===== config.mk =====
export PLATFORM = sky130hd
export DESIGN_NAME = writeback_regfile
export DESIGN_NICKNAME = d
export VERILOG_FILES = /design/src/rtl/writeback_regfile_pkg.sv /design/src/rtl/regfile_core.sv /design/src/rtl/writeback_regfile.sv
export SDC_FILE = /design/constraint.sdc
export NUM_CORES = 2
export LEC_CHECK = 0
export BUFFER_PORTS_ARGS = -buffer_cell sky130_fd_sc_hd__buf_2
export CAP_MARGIN = 25
export CORE_MARGIN = 1.5
export CORE_UTILIZATION = 55
export DETAILED_ROUTE_END_ITERATION = 10
export PLACE_DENSITY = 0.82
export SETUP_SLACK_MARGIN = 0.2
export SYNTH_ARGS = -nofsm -noshare
export SYNTH_HDL_FRONTEND = slang
export SYNTH_HIERARCHICAL = 1
export SYNTH_SLANG_ARGS = --single-unit
export TNS_END_PERCENT = 10

===== constraint.sdc =====
create_clock -name clk -period 4 [get_ports clk]
set_clock_uncertainty 0.2 [all_clocks]
set_input_delay 0 -clock clk [delete_from_list [all_inputs] [get_ports clk]]
set_output_delay 0 -clock clk [all_outputs]
set_load 0.02 [all_outputs]

===== src/rtl/writeback_regfile_pkg.sv =====
// Shared constants and encodings for the writeback / register file slice.
// Imported by writeback_regfile and regfile_core.
package writeback_regfile_pkg;

   localparam int XLEN  = 32;
   localparam int NREGS = 32;
   localparam int AW    = 5;
   localparam int CNTW  = 64;

   typedef enum logic [1:0] {
      RESULT_ALU  = 2'b00,
      RESULT_MEM  = 2'b01,
      RESULT_PC4  = 2'b10,
      RESULT_RSVD = 2'b11
   } result_src_e;

endpackage


===== src/rtl/regfile_core.sv =====
// 32 x XLEN storage: two async read ports, one sync write port.
// Asynchronous active-low clear; x0 is hardwired to zero.
module regfile_core
   import writeback_regfile_pkg::*;
(
   input  logic            clk,
   input  logic            reset_n,
   input  logic            we,
   input  logic [AW-1:0]   waddr,
   input  logic [XLEN-1:0] wdata,
   input  logic [AW-1:0]   raddr1,
   input  logic [AW-1:0]   raddr2,
   output logic [XLEN-1:0] rdata1,
   output logic [XLEN-1:0] rdata2
);

   logic [XLEN-1:0] regs_q [NREGS];
   logic [XLEN-1:0] regs_d [NREGS];

   // next-state: apply the single write, never to x0
   always_comb begin
      for (int i = 0; i < NREGS; i++) begin
         regs_d[i] = regs_q[i];
      end
      if (we && (waddr != '0)) begin
         regs_d[waddr] = wdata;
      end
      regs_d[0] = '0;
   end

   // storage flops, cleared asynchronously
   always_ff @(posedge clk or negedge reset_n) begin
      if (!reset_n) begin
         for (int i = 0; i < NREGS; i++) begin
            regs_q[i] <= '0;
         end
      end else begin
         for (int i = 0; i < NREGS; i++) begin
            regs_q[i] <= regs_d[i];
         end
      end
   end

   // combinational reads, address 0 forced to zero
   always_comb begin
      rdata1 = (raddr1 == '0) ? '0 : regs_q[raddr1];
      rdata2 = (raddr2 == '0) ? '0 : regs_q[raddr2];
   end

endmodule


===== src/rtl/writeback_regfile.sv =====
// Writeback stage: result mux, register file, retire counter.
// Define WB_BYPASS_EN for write-through on read/write address match.
module writeback_regfile
   import writeback_regfile_pkg::*;
(
   input  logic            clk,
   input  logic            reset_n,
   input  logic            RegWriteW,
   input  logic [1:0]      ResultSrcW,
   input  logic [XLEN-1:0] ALUResultW,
   input  logic [XLEN-1:0] ReadDataW,
   input  logic [XLEN-1:0] PCPlus4W,
   input  logic [AW-1:0]   RdW,
   input  logic            ValidW,
   input  logic [AW-1:0]   Rs1D,
   input  logic [AW-1:0]   Rs2D,
   output logic [XLEN-1:0] RD1D,
   output logic [XLEN-1:0] RD2D,
   output logic [XLEN-1:0] ResultW,
   output logic [CNTW-1:0] InstRetW
);

   logic            wr_en;
   logic [XLEN-1:0] core_rd1;
   logic [XLEN-1:0] core_rd2;
   logic [CNTW-1:0] instret_q;
   logic [CNTW-1:0] instret_d;

   // writeback result select; reserved code falls back to ALU
   always_comb begin
      ResultW = ALUResultW;
      unique case (result_src_e'(ResultSrcW))
         RESULT_ALU:  ResultW = ALUResultW;
         RESULT_MEM:  ResultW = ReadDataW;
         RESULT_PC4:  ResultW = PCPlus4W;
         RESULT_RSVD: ResultW = ALUResultW;
      endcase
   end

   assign wr_en = RegWriteW & ValidW & (RdW != '0);

   regfile_core u_core (
      .clk    (clk),
      .reset_n(reset_n),
      .we     (wr_en),
      .waddr  (RdW),
      .wdata  (ResultW),
      .raddr1 (Rs1D),
      .raddr2 (Rs2D),
      .rdata1 (core_rd1),
      .rdata2 (core_rd2)
   );

`ifdef WB_BYPASS_EN
   // write-through: a matching read sees this cycle's result
   always_comb begin
      RD1D = core_rd1;
      RD2D = core_rd2;
      if (reset_n && wr_en && (Rs1D == RdW)) begin
         RD1D = ResultW;
      end
      if (reset_n && wr_en && (Rs2D == RdW)) begin
         RD2D = ResultW;
      end
   end
`else
   // reads return the stored, pre-write value
   always_comb begin
      RD1D = core_rd1;
      RD2D = core_rd2;
   end
`endif

   // retire counter: count every valid W-stage instruction
   always_comb begin
      instret_d = instret_q;
      if (ValidW) begin
         instret_d = instret_q + 64'd1;
      end
   end

   // retire counter register, wraps silently
   always_ff @(posedge clk or negedge reset_n) begin
      if (!reset_n) begin
         instret_q <= '0;
      end else begin
         instret_q <= instret_d;
      end
   end

   assign InstRetW = instret_q;

endmodule


# --- Yosys cells after proc, flatten, opt, wreduce, memory -nomap -nowiden ---
# Index checks and enable logic that the tools add are counted.
totals:
  reg_bits: 1056
  inputBits: 117
  out_inout_bits: 160
  wordCells: 64
classes:
  add_sub_neg: 1
  n_lt_le_gt_ge: 4
  n_eq_ne: 3
  n_mux: 12
  n_bitwise: 5
  n_reduce_logical: 7
ops:
  columns: ["operator", "n"]
  rows:
  - ["bitwise mux 1024 bit", 1]
  - ["binary-select mux 32 bit (select 5 bit)", 2]
  - ["two-way mux 32 bit", 7]
  - ["demux 32 bit (select 5 bit)", 1]
  - ["one-hot mux 32 bit (3 select lines)", 1]
  - ["adder 64 x 1 -> 64 bit, second input constant", 1]
  - [">= comparator 6 bit, second input constant", 3]
  - ["inverter 5 -> 6 bit", 3]
  - ["zero test 5 bit", 2]
  - ["< comparator 6 x 1 -> 1 bit, second input constant", 1]
  - ["nonzero test 5 bit", 1]
  - ["== test 2 bit, second input constant", 2]
  - ["AND 1 bit", 2]
  - ["== test 2 x 1 -> 1 bit, second input constant", 1]
  - ["logical AND 1 bit", 2]
  - ["zero test 2 bit", 1]
  - ["OR reduction 2 bit", 1]

# --- Logic depth before layout (Yosys ltp) ---
depth:
  depth_word: 6
  mapped_depth: 9
  ltp_nobuf: 6

# --- Hierarchy ---
# Netlist, hierarchy kept.
modules_own_cells:
  columns: ["mod", "instances", "cells_per_inst", "area_each_um2", "seq_area_each_um2"]
  rows:
  - ["regfile_core", 1, 3763, 53583.9, 24823.8]
  - ["writeback_regfile", 1, 386, 3639.7, 1601.5]

# --- Worst setup path before layout ---
# Ideal clock, no wire load.
synth_path:
  path_kind: "reg-to-reg"
  from: "register instret_q[0], in the netlist InstRetW[0]"
  to: "register instret_q[62], in the netlist InstRetW[62]"
  setup_time_ns: 0.129
  t_arrival_ns: 2.072
  t_required_ns: 3.671
  slack_ns: 1.599
  path_stages_with_launch: 7
  n_path_buf: 0
  synth_period_minus_slack_ns: 2.401
  cell_sequence: "dfrtp_1 -> ha_1 -> nand4_1 -> or4_1 -> nor4_4 -> nand4_1 -> xnor2_1"
synth_via:
  elab_chain_cells: 1
synth_lines:
  columns: ["element", "line", "rtl"]
  rows:
  - ["start, declared", "writeback_regfile.sv:26", "logic [CNTW-1:0] instret_q;"]
  - ["start signal, assigned", "writeback_regfile.sv:87", "instret_q <= instret_d;"]
  - ["adder 64 x 1 -> 64 bit", "writeback_regfile.sv:78", "instret_d = instret_q + 64'd1;"]
# Every way passes these cells.
# A chain may end at the register's enable or synchronous reset.

# --- Worst setup path after layout ---
layout_path:
  from: "input ValidW"
  to: "register u_core/regs_q[354] (netlist name)"
layout_via:
  elab_chain_cells: 3
layout_lines:
  columns: ["element", "line", "rtl"]
  rows:
  - ["start, declared", "writeback_regfile.sv:14", "input logic ValidW,"]
  - ["AND 1 bit (2 in a row)", "writeback_regfile.sv:40", "assign wr_en = RegWriteW & ValidW & (RdW != '0);"]
  - ["via wr_en", "writeback_regfile.sv:23", "logic wr_en;"]
  - ["logical AND 1 bit", "regfile_core.sv:25", "if (we && (waddr != '0)) begin"]
  - ["end signal, assigned by index", "regfile_core.sv:39", "regs_q[i] <= regs_d[i];"]
  - ["end, declared", "regfile_core.sv:17", "logic [XLEN-1:0] regs_q [NREGS];"]
# The timed path passes the listed nets, and every way through them passes these cells.

==> impl_metrics.tcl <==
set metrics [dict create \
    outcome "finished, final reports clean" \
    post_drt_wl_per_cell_um 30.7 \
    crit_start "ValidW" \
    coreArea_um2 103000 \
    worstPathRequired_ns 4.35 \
    drt-initial-drc-count 5008 \
    clk_latency_ns 0.70 \
    reg2reg_depth 6 \
    powerDensity_nw_per_um2 436 \
    grt_max_degree 142 \
    globalplace.congestion 0.875 \
    die_y_um 326 \
    cts-root-buf "clkbuf_16" \
    netlist_area_um2 57200 \
    netlist.area_leader.share_pct 46.2 \
    antenna_found_initial 9 \
    start_util_pct 55.4 \
    avgSynthCellArea_um2 13.8 \
    layout-drive-gt1-share_pct 48.2 \
    worstSetupPathType "primary input to flop" \
    synthTopCellsByArea "dfrtp_1 46%, mux2_2 21%, mux4_2 15%" \
    worstMarginPinSlew_ns 1.14 \
    clkPwrFrac_pct 35.8 \
    power_frac_seq_pct 45.7 \
    grt_overflow 0 \
    cp_data_arrival_time_ns 3.73 \
    ys.flop_type "dfrtp_1" \
    rrSetupSlack_ns 1.26 \
    ys_seq_elements 1056 \
    syn_inst 4149 \
    first_pass_iters 6 \
    routed_wl_um 179000 \
    cts.sink_count 1056 \
    yosysTopAreaCell "dfrtp_1" \
    crit_end "u_core/regs_q[354]$_DFFE_PN0P_" \
    rows 118 \
    synth_cell_types 59 \
    cts_buffers 107 \
    start_kind "primary input" \
    vias 40900 \
    ir_drop_mv 0.366 \
    reg2reg_from "InstRetW[0]$_DFFE_PN0P_" \
    fin_crit_sh_pct 84.4 \
    switchingPower_uw 7880 \
    finalSetupViolCount 0 \
    gr-usage-all-layers_pct 33.7 \
    grt_pass1_vias 41600 \
    yosys_warnings 6 \
    seq_area_frac_synth_pct 46.2 \
    grt_pass1_wl_um 268000 \
    dp_hpwl_um 109000 \
    via_per_inst 7.02 \
    finalCriticalPeriod_ns 3.37 \
    cts_tree "yes" \
    finalHoldViolations 0 \
    fin_nets 4481 \
    cts.repair.resized 0 \
    min_from "ValidW" \
    cts_setup_buffers 0 \
    hold_slack_ns 0.0679 \
    cts_buffer_depth 3 \
    synth_edf_count 0 \
    timing.setup.tns_ns 0 \
    fmax_mhz 296 \
    r2r-end "InstRetW[62]$_DFFE_PN0P_" \
    min_path_type "primary input to flop" \
    cp_max_fo 12 \
    die_w_um 326 \
    syn-num-nets 4269 \
    ys_async_sr_fraction_pct 100 \
    rsz0062_at_grt "no" \
    htreeDepth 3 \
    clk_transition_reported_paths_ns 0.06 \
    sw_frac_of_total_pct 27.8 \
    end_kind "flop" \
    cap_violations 0 \
    fillCellCount 7354 \
    slew_viol_final 0 \
    drcViolationCount 0 \
    comb_power_share_pct 18.5 \
    slew_headroom_pct 23.6 \
    syn2layout_area_growth_pct 13.4 \
    io_buffers 276 \
    pin_count 277 \
    p_leak_uw 0.0299 \
    route.antenna.remaining_nets 0 \
    internal_power_uw 20400 \
    die_area_um2 106000 \
]
==> what timing repair did <==
item / in CTS / in global routing
setup endpoints to repair: 0 / 0
hold endpoints to repair: 2047 / 56
hold buffers: 70 / 4
==> synthesized netlist by cell type, types with 3 or more instances <==
cell,number
buf_1,64
and4_1,13
xor2_1,16
nor3_1,44
nor4_1,4
a31oi_1,7
mux4_2,389
mux2i_1,177
xnor2_1,47
or4_1,3
a22oi_1,46
nand3_1,68
o221ai_1,18
mux2_2,1065
a221oi_1,53
a211o_1,4
nand2_1,253
o21ai_0,72
nand2b_1,3
clkbuf_1,189
inv_1,8
buf_12,4
nor3b_1,4
nor2b_1,57
o211ai_1,44
ha_1,3
buf_6,8
o32a_1,18
nor2_1,70
and3_1,14
a21oi_1,108
and2_1,6
a22o_1,3
nand3b_1,5
nand4_1,23
buf_4,46
buf_2,101
dfrtp_1,1056
mux4_1,11
==> final cells by class <==
type | count | area [um^2] | share of cell area [%]
diodes | 9 | 22.5 | 0.0347
clock buffers | 166 | 3250 | 5.02
clock inverters | 21 | 244 | 0.376
inverters | 9 | 36.3 | 0.0559
multi-input cells | 2670 | 29100 | 44.8
flip-flops and latches | 1056 | 26400 | 40.7
well taps | 1380 | 1730 | 2.66
repair buffers | 517 | 4090 | 6.30
==> through the flow <==
step                utilization (%)  worst slack, ns  cell area, um^2  total power (uW)  std cells
floorplan                         -             1.60            57200             16300       4149
global placement               58.5             1.11            60500             17800       5551
detailed placement             58.6             1.06            60600             18100       5555
CTS                            62.7            0.695            64800             28300       5812
global route                   62.8            0.564            64900             29200       5819
finish                         62.8            0.626            64900             28300       5828
==> sequential cells by signal, summed over array words and instances, names as in the netlist <==
| signal | cells |
|---|---|
| InstRetW | 64 |
| u_core/regs_q | 992 |
==> logic make-up after synthesis <==
family,Yosys count,synth area share (%)
muxes,1643,39.9
and+or+nand+nor,581,4.89
AOI/OAI and AO/OA,380,4.45
xor gates and xnor gates,63,0.964
buffers and inverters,423,3.56
adders and majority gates,3,0.0656
DFF,1056,46.2
==> metal layers <==
metal	share of wire, %	wire, um	GRT usage (%)
met5	0.066	118	0.665
met4	6.0	10700	19.4
met3	12	21600	10.1
met2	45	81400	50.4
met1	36	65300	43.8
==> power by group through the flow <==
stage | sequential (uW) | clock, uW | combinational (uW)
4_1_cts | 12900 | 10200 | 5180
6_report | 12900 | 10100 | 5250
5_1_grt | 13100 | 10600 | 5550
2_1_floorplan | 12700 | 0 | 3550
3_5_place_dp | 13000 | 0 | 5050
3_3_place_gp | 12900 | 0 | 4890
==> worst max-delay path, cell delays in order <==
cell	delay (ns)
dlygate4sd3_1	0.54
buf_2	0.27
o311a_1	0.33
or3b_2	0.55
dlygate4sd3_1	0.69
nor2_4	0.55
buf_4	0.40
mux2_2	0.39
==> worst min path at each step <==
stage	endpoint	cells after the start
2_1_floorplan	InstRetW[0]$_DFFE_PN0P_	0
3_3_place_gp	u_core/regs_q[837]$_DFFE_PN0P_	1
3_5_place_dp	u_core/regs_q[901]$_DFFE_PN0P_	1
4_1_cts	u_core/regs_q[101]$_DFFE_PN0P_	5
5_1_grt	InstRetW[0]$_DFFE_PN0P_	3
6_report	InstRetW[0]$_DFFE_PN0P_	3
==> cells in the final DEF (no fill, tap or decap), drive strengths merged, types with 8 or more instances in the layout <==
cell type       n
mux2         1066
dfrtp        1056
buf           443
mux4          400
nand2         254
mux2i         177
clkbuf        167
a21oi         109
dlygate4sd3    73
o21ai          73
nor2           70
nand3          68
nor2b          57
a221oi         54
xnor2          47
a22oi          46
nor3           45
o211ai         44
nand4          24
o32a           18
o221ai         18
xor2           16
and3           14
and4           13
clkinv         13
inv            11
diode           9
and2            8
No activity file was read; power rests on OpenSTA's default activity.
